===== src/rtl/plot_arbiter_pkg.sv =====
// Shared constants and encodings for the pixel-write arbiter.
// Screen geometry, colour width and the state / requester encodings used
// by plot_arbiter and screen_sweep_counter.
package plot_pkg;

  localparam int X_W = 8;
  localparam int Y_W = 7;
  localparam int C_W = 3;

  localparam logic [X_W-1:0] X_MAX        = 8'd159;
  localparam logic [Y_W-1:0] Y_MAX        = 7'd119;
  localparam logic [C_W-1:0] CLEAR_COLOUR = 3'b000;

  // Arbiter top-level state: servicing players, or sweeping the screen.
  typedef enum logic {
    ARB   = 1'b0,
    CLEAR = 1'b1
  } arb_state_t;

  // Identity of a requester, used to remember who was granted last.
  typedef enum logic {
    REQ_A = 1'b0,
    REQ_B = 1'b1
  } req_id_t;

endpackage


===== src/rtl/plot_arbiter_screen_sweep_counter.sv =====
// Raster counter for the full-screen clear.
// x/y always hold the next pixel to emit. A start pulse (while idle) emits
// (0,0) on the same edge the sweep becomes busy; each following busy cycle
// emits one more pixel. last goes high once (X_MAX,Y_MAX) has been emitted,
// and the sweep goes idle on the edge after that, with x/y back at (0,0).
module screen_sweep_counter
  import plot_pkg::*;
(
  input  logic           CLOCK_50,
  input  logic           resetn,
  input  logic           start,
  output logic           busy,
  output logic [X_W-1:0] x,
  output logic [Y_W-1:0] y,
  output logic           last
);

  logic advance;
  logic at_end;

  assign advance = (start && !busy) || (busy && !last);
  assign at_end  = (x == X_MAX) && (y == Y_MAX);

  // Raster position, busy window and end-of-frame flag.
  always_ff @(posedge CLOCK_50) begin
    if (!resetn) begin
      busy <= 1'b0;
      last <= 1'b0;
      x    <= '0;
      y    <= '0;
    end else begin
      if (start && !busy) begin
        busy <= 1'b1;
      end else if (busy && last) begin
        busy <= 1'b0;
      end

      if (busy && last) begin
        last <= 1'b0;
      end else if (advance && at_end) begin
        last <= 1'b1;
      end

      if (advance) begin
        if (x == X_MAX) begin
          x <= '0;
          y <= (y == Y_MAX) ? '0 : y + 1'b1;
        end else begin
          x <= x + 1'b1;
        end
      end
    end
  end

endmodule


===== src/rtl/plot_arbiter.sv =====
// Round-robin request/acknowledge arbiter for the single VGA pixel-write
// port, shared by two players and a built-in screen-clear sweep.
// Optional build macro PLOT_ARB_BOUNDS_EN: off-screen player pixels are
// acknowledged but not plotted, and raise a sticky oob_err flag.
module plot_arbiter
  import plot_pkg::*;
(
  input  logic           CLOCK_50,
  input  logic           resetn,
  input  logic           req_a,
  input  logic [X_W-1:0] x_a,
  input  logic [Y_W-1:0] y_a,
  input  logic [C_W-1:0] c_a,
  output logic           ack_a,
  input  logic           req_b,
  input  logic [X_W-1:0] x_b,
  input  logic [Y_W-1:0] y_b,
  input  logic [C_W-1:0] c_b,
  output logic           ack_b,
  input  logic           clear_req,
  output logic           clear_busy,
  output logic [X_W-1:0] vga_x,
  output logic [Y_W-1:0] vga_y,
  output logic [C_W-1:0] vga_colour,
  output logic           vga_plot,
  output logic           oob_err
);

  arb_state_t     state;
  req_id_t        last_grant;
  logic           clear_pend;
  logic           grant_en;
  logic           grant_a;
  logic           grant_b;
  logic           sweep_start;
  logic           sweep_busy;
  logic           sweep_last;
  logic [X_W-1:0] sweep_x;
  logic [Y_W-1:0] sweep_y;
  logic           a_ok;
  logic           b_ok;

  // A clear request that collided with a player grant is held in
  // clear_pend; while it is pending no further grants are given so the
  // sweep starts on the very next edge.
  assign grant_en = (state == ARB) && !clear_pend;
  assign grant_a  = grant_en && req_a && (!req_b || (last_grant == REQ_B));
  assign grant_b  = grant_en && req_b && (!req_a || (last_grant == REQ_A));
  assign ack_a    = grant_a;
  assign ack_b    = grant_b;

  assign sweep_start = (state == ARB) &&
                       (clear_pend || (clear_req && !grant_a && !grant_b));
  assign clear_busy  = sweep_busy;

`ifdef PLOT_ARB_BOUNDS_EN
  logic oob_err_reg;

  assign a_ok    = (x_a <= X_MAX) && (y_a <= Y_MAX);
  assign b_ok    = (x_b <= X_MAX) && (y_b <= Y_MAX);
  assign oob_err = oob_err_reg;

  // Sticky flag: any granted off-screen pixel latches it until reset.
  always_ff @(posedge CLOCK_50) begin
    if (!resetn) begin
      oob_err_reg <= 1'b0;
    end else if ((grant_a && !a_ok) || (grant_b && !b_ok)) begin
      oob_err_reg <= 1'b1;
    end
  end
`else
  assign a_ok    = 1'b1;
  assign b_ok    = 1'b1;
  assign oob_err = 1'b0;
`endif

  screen_sweep_counter u_sweep (
    .CLOCK_50 (CLOCK_50),
    .resetn   (resetn),
    .start    (sweep_start),
    .busy     (sweep_busy),
    .x        (sweep_x),
    .y        (sweep_y),
    .last     (sweep_last)
  );

  // Arbiter FSM with registered pixel outputs to the VGA adapter.
  always_ff @(posedge CLOCK_50) begin
    if (!resetn) begin
      state      <= ARB;
      last_grant <= REQ_B;
      clear_pend <= 1'b0;
      vga_x      <= '0;
      vga_y      <= '0;
      vga_colour <= '0;
      vga_plot   <= 1'b0;
    end else begin
      vga_plot <= 1'b0;
      case (state)
        ARB: begin
          if (grant_a) begin
            last_grant <= REQ_A;
            if (a_ok) begin
              vga_x      <= x_a;
              vga_y      <= y_a;
              vga_colour <= c_a;
              vga_plot   <= 1'b1;
            end
          end else if (grant_b) begin
            last_grant <= REQ_B;
            if (b_ok) begin
              vga_x      <= x_b;
              vga_y      <= y_b;
              vga_colour <= c_b;
              vga_plot   <= 1'b1;
            end
          end

          if (sweep_start) begin
            state      <= CLEAR;
            clear_pend <= 1'b0;
            vga_x      <= sweep_x;
            vga_y      <= sweep_y;
            vga_colour <= CLEAR_COLOUR;
            vga_plot   <= 1'b1;
          end else if (clear_req && (grant_a || grant_b)) begin
            clear_pend <= 1'b1;
          end
        end

        CLEAR: begin
          if (sweep_last) begin
            state <= ARB;
          end else begin
            vga_x      <= sweep_x;
            vga_y      <= sweep_y;
            vga_colour <= CLEAR_COLOUR;
            vga_plot   <= 1'b1;
          end
        end

        default: state <= ARB;
      endcase
    end
  end

endmodule


===== config.mk =====
export PLATFORM = sky130hd
export DESIGN_NAME = plot_arbiter
export DESIGN_NICKNAME = d
export VERILOG_FILES = /design/src/rtl/plot_arbiter_pkg.sv /design/src/rtl/plot_arbiter_screen_sweep_counter.sv /design/src/rtl/plot_arbiter.sv
export SDC_FILE = /design/constraint.sdc
export NUM_CORES = 1
export LEC_CHECK = 0
export CAP_MARGIN = 30
export CORE_MARGIN = 2
export CORE_UTILIZATION = 47
export DETAILED_ROUTE_END_ITERATION = 12
export PLACE_DENSITY = 0.81
export SLEW_MARGIN = 0
export SYNTH_ARGS = -nofsm -noshare
export SYNTH_HDL_FRONTEND = slang
export SYNTH_SLANG_ARGS = --single-unit

===== constraint.sdc =====
create_clock -name CLOCK_50 -period 2.03 [get_ports CLOCK_50]
set_clock_uncertainty 0.1 [all_clocks]
set_input_delay 0.406 -clock CLOCK_50 [delete_from_list [all_inputs] [get_ports CLOCK_50]]
set_output_delay 0.406 -clock CLOCK_50 [all_outputs]
set_load 0.05 [all_outputs]

== Word level (Yosys, flattened, before mapping) ==
Index checks and enable logic that the tools add are counted.
Widths: inputs -> output; s select.

* Register bits: 39
* Latch bits: 0
* RAM bits: 0
* ROM bits: 0
* Output and inout port bits: 23
* Memories: 0

* $add $sub $neg: 2
* Multiply operators: 0
* Div/mod/pow operators: 0
* Magnitude comparators: 0
* Eq/ne operators: 4
* Shift operators: 0
* Multiplexer cells: 30
* Bitwise gates (word level): 3
* Reductions and logical operators: 34

{| class="wikitable"
|+ Operator list
! cell !! number
|-
| $mux 8 || 5
|-
| $mux 7 || 5
|-
| $pmux 8 s2 || 1
|-
| $logic_and 1x1->1 || 14
|-
| $pmux 7 s2 || 1
|-
| $mux 3 || 4
|-
| $mux 1 || 11
|-
| $add 8x1->8 const B || 1
|-
| $eq 8x8->1 const B || 1
|-
| $reduce_and 2->1 || 4
|-
| $add 7x1->7 const B || 1
|-
| $eq 7x7->1 const B || 1
|-
| $logic_not 1->1 || 7
|-
| $pmux 3 s2 || 1
|-
| $reduce_bool 2->1 || 3
|-
| $logic_or 1x1->1 || 5
|-
| $ne 4x3->1 const B || 1
|-
| $pmux 1 s2 || 2
|-
| $not 1->1 || 3
|-
| $ne 2x2->1 const B || 1
|-
| $reduce_or 2->1 || 1
|}

== Depth between registers and ports, before layout ==
* Depth in word-level cells: 12
* Depth in mapped cells: 7
* Mapped depth without buffers: 5

== Cells and area by module ==
From an unflattened synthesis, not the netlist that was laid out.

* Cells, all modules: 220
* Area total of the unflattened synthesis: 2117.0 um^2

{| class="wikitable"
|+ Modules (own cells, without submodules)
! module !! times used !! cells an instance !! area an instance (um^2)
|-
| plot_arbiter || 1 || 126 || 1275.0
|-
| screen_sweep_counter || 1 || 94 || 842.1
|}

== Worst setup path after synthesis ==
OpenSTA, ideal clock, no wires.

* Kind: flip-flop to flip-flop
* From: reg u_sweep.busy
* To: reg u_sweep.y[3]
* Library setup time: 0.135 ns
* Arrival time: 1.762 ns
* Path slack: 0.033 ns
* Stages on the path, launching flop included: 6
* Buffers on the path: 1
* Cell sequence: dfxtp_1 mux2i_4 o21ai_2 buf_2 o311ai_0 o41ai_1

* Word-level cells in the longest chain between the ends: 4
* Elaborated cells on any way between the ends: 5
* Those cells by class: reduce/logical: 5

{| class="wikitable"
|+ Ends and longest elaborated chain
! element !! RTL line !! RTL
|-
| from (decl) || plot_arbiter_screen_sweep_counter.sv:12 || <nowiki>output logic busy,</nowiki>
|-
| from (signal assigned) || plot_arbiter_screen_sweep_counter.sv:27 || <nowiki>busy <= 1'b0;</nowiki>
|-
| from (signal assigned) || plot_arbiter_screen_sweep_counter.sv:33 || <nowiki>busy <= 1'b1;</nowiki>
|-
| from (signal assigned) || plot_arbiter_screen_sweep_counter.sv:35 || <nowiki>busy <= 1'b0;</nowiki>
|-
| $logic_not 1->1 || plot_arbiter_screen_sweep_counter.sv:21 || <nowiki>assign advance = (start && !busy) || (busy && !last);</nowiki>
|-
| $logic_and 1x1->1 || plot_arbiter_screen_sweep_counter.sv:21 ||
|-
| $logic_or 1x1->1 * || plot_arbiter_screen_sweep_counter.sv:21 ||
|-
| $reduce_and 2->1 (no line) * || n/a ||
|-
| to (signal assigned) || plot_arbiter_screen_sweep_counter.sv:47 || <nowiki>y <= (y == Y_MAX) ? '0 : y + 1'b1;</nowiki>
|-
| to (decl) || plot_arbiter_screen_sweep_counter.sv:14 || <nowiki>output logic [Y_W-1:0] y,</nowiki>
|}

Every way passes the cells marked *; elsewhere a longest branch is shown, timed or not.
A chain may end at the register's enable or synchronous reset.

== Final worst setup path ==
* From: reg vga_y[3]
* To: out vga_y[3]

{| class="wikitable"
|+ RTL lines
! element !! RTL line !! RTL
|-
| from (decl) || plot_arbiter.sv:23 || <nowiki>output logic [Y_W-1:0] vga_y,</nowiki>
|-
| from (signal assigned) || plot_arbiter.sv:105 || <nowiki>vga_y <= y_a;</nowiki>
|-
| from (signal assigned) || plot_arbiter.sv:113 || <nowiki>vga_y <= y_b;</nowiki>
|-
| from (signal assigned) || plot_arbiter.sv:123 || <nowiki>vga_y <= sweep_y;</nowiki>
|}

No word-level cell between the ends.

==> impl_metrics.toml <==
[floorplanning]
die_area_um2 = 5040
io_pins = 64
core_um2 = 4320
placementRows = 24
die_height_um = 71.0
die_x_um = 71.0
start_util_pct = 48.8

[worst_setup_path]
cp_max_fo = 2
cp_num_buf_inv = 1
startpoint_type = "flip-flop"
slowest_stage = "clkdlybuf4s50_1"
end_kind = "primary output"
critPathArrivalTime_ns = 1.46
path_delay_family = "buffers and inverters"
path_depth = 1
reg2reg_slack_ns = 0.11
cp-endpoint = "vga_y[3]"
cp.required_ns = 1.52
cp_cell_sequence = "clkdlybuf4s50_1"
crit_start = "vga_y[3]$_SDFFE_PN0P_"
slowest_delay_ns = 0.81
r2r-end = "u_sweep.y[5]$_SDFFE_PN0P_"
r2r-start = "u_sweep.y[1]$_SDFFE_PN0P_"
reg2reg_depth = 5
crit_type = "flip-flop to primary output"

[route]
dr.first_iter.drc_count = 228
drc = 0
viasPerCell = 5.74
avgRoutedWirePerCell_um = 15.7
drtPass1Iterations = 4
wl_um = 5790
drtAntennaViolNets = 0
vias = 2112

[timing]
worst_pin_slew_ns = 0.889
hold_viol = 0
rsz0062_at_grt = "false"
fin_ws_ns = 0.0669
fin_crit_sh_pct = 96.7
fin_crit_ns = 1.96
relSlewSlack_pct = 40.5
setup_tns_ns = 0
final-max-slew-violation-count = 0
report.final.setup_viol = 0
clock.fmax_mhz = 509

[status]
status = "finished, final reports clean"

[min_path]
hp-class = "flip-flop to flip-flop"
hold_start = "vga_colour[2]$_SDFFE_PN0P_"

[cells_and_area]
area_delta_synth_final_pct = 45.1
antenna_cells = 0
drive_gt1_share_pct = 19.9
fillers = 336
fin_util_pct = 70.8
final_cell_mix = "clkdlybuf4s50_1 (53), dfxtp_1 (38), nand3_1 (35)"
nets = 358
final_common_cell = "clkdlybuf4s50_1"

[placement]
pre_cts_ws_ns = -0.336
gp_congestion = 0.840
port_buffers = 62
hpwl_um = 4330

[logic_synthesis]
syn_area_um2 = 2110
synth_seq_cells = 39
ys_warn_count = 0
synth_seq_area_share_pct = 37.0
synthArstFlopShare_pct = 0
synth-edff-count = 0
syn_inst = 233
syn_area_per_cell_um2 = 9.05
synthFlopType = "dfxtp_1"
syn_nets = 276
synth.distinct_cells = 50

[clock_network]
ctsLongestPathBuffers = 2
root_buffer = "clkbuf_8"
path_clk_slew_ns = 0.08
cts_tree = "built"
cts_made_buffers = 5
cts_sinks = 39
h-tree-depth = 2
hold_buffers = 0
clk_latency_ns = 0.29

[pwr]
p_per_area_nw_per_um2 = 735
vdd_drop_max_v = 0.000455
p_leak_nw = 1.14
power.total_mw = 2.25

[global_routing]
grt_antenna_before_repair = 0
grtUsageTotal_pct = 23.5
grt_pass1_wl_um = 9500
overflow = 0
first_global_vias = 1976
grt_max_degree = 19

[run]
cap_violations = 0
## power breakdown
group | internal, mW | switching [mW] | total, mW
combinational | 0.371 | 0.479 | 0.850
clock | 0.241 | 0.274 | 0.515
sequential | 0.833 | 0.0512 | 0.884
## worst min path at each step
stage / end / slack (ns) / depth (start not counted)
2_1_floorplan: u_sweep.x[4]$_SDFFE_PN0P_ / 0.35 / 2
6_report: vga_colour[2]$_SDFFE_PN0P_ / 0.37 / 1
3_3_place_gp: vga_x[7]$_SDFFE_PN0P_ / 0.35 / 1
5_1_grt: vga_colour[2]$_SDFFE_PN0P_ / 0.39 / 1
4_1_cts: vga_colour[2]$_SDFFE_PN0P_ / 0.37 / 1
3_5_place_dp: vga_colour[2]$_SDFFE_PN0P_ / 0.35 / 1
## layer usage
layer	global-route usage, %	up-vias	routed length [um]
li1	-	1051	-
met1	30.7	981	2540
met2	38.5	74	2720
met3	6.13	6	451
met4	6.92	0	72
met5	0	-	0
## state kept, by name (all words and copies together) (netlist names)
register and flops:
state 1, vga_colour 3, clear_pend 1, vga_x 8
u_sweep.y 7, vga_plot 1, last_grant 1, u_sweep.busy 1
u_sweep.last 1, u_sweep.x 8, vga_y 7
## through the flow
stage / hold slack, ns / cells / instance area (um^2)
after detailed placement: 0.346 / 358 / 2920
after global routing: 0.385 / 368 / 3060
after floorplan: 0.346 / 233 / 2110
after CTS: 0.369 / 367 / 3030
final: 0.365 / 368 / 3060
after global placement: 0.346 / 358 / 2920
## synth_stat cells (2+ instances only)
master     instances  area share, %
dfxtp_1           39             37
o21ai_2           11            4.6
clkbuf_1           4           0.71
o311ai_0           2           0.83
a32o_1            16            7.6
o21ai_0            9            2.1
and3_1             3           0.89
a21oi_1            7            1.7
o21a_1             3            1.1
ha_1               2            1.2
nand3_1           35            8.3
or3b_1             2           0.83
nor2_1             9            1.6
o41ai_1            2           0.83
mux2i_1            4            1.9
o2bb2ai_1          3            1.2
nor3_1             2           0.47
xor2_1             3            1.2
o2111ai_1          2           0.83
or4_1              3            1.1
o31ai_1            4            1.4
nand2b_1          17            5.0
buf_2              4           0.95
nand2_1           13            2.3
inv_1              3           0.53
o211ai_1           2           0.71
buf_4              5            1.8
nand4_1            2           0.59
## worst reg2reg max path: cells and delay by family (launching register included)
family	cells	cell delay [ns]
simple gates	2	0.60
compound gates	2	0.53
flops	1	0.39
fa+ha+maj	1	0.20
## cell families after synthesis
kind of cell / share of synthesized area, %
AND/OR/NAND/NOR: 26.7
adder cells (fa/ha/maj): 1.19
AO/OA/AOI/OAI: 25.1
buffers and inverters: 5.22
flip-flops: 37.0
XOR/XNOR: 1.66
other: 0.178
multiplexers: 2.97
## repair_timing
item,in CTS,in global routing
pin swaps,0,2
setup buffers,1,1
resized for setup,6,4
setup endpoints to repair,5,27
## area by class of cell
class / count / area (um^2) / area share (%)
well taps: 52 / 65.1 / 2.13
inverters: 3 / 11.3 / 0.368
clock inverters: 1 / 5.00 / 0.163
repair buffers: 90 / 885 / 28.9
multi-input cells: 176 / 1240 / 40.4
flip-flops and latches: 39 / 782 / 25.5
clock buffers: 7 / 76.3 / 2.49
Note: power is estimated with default switching activity, not from simulation.
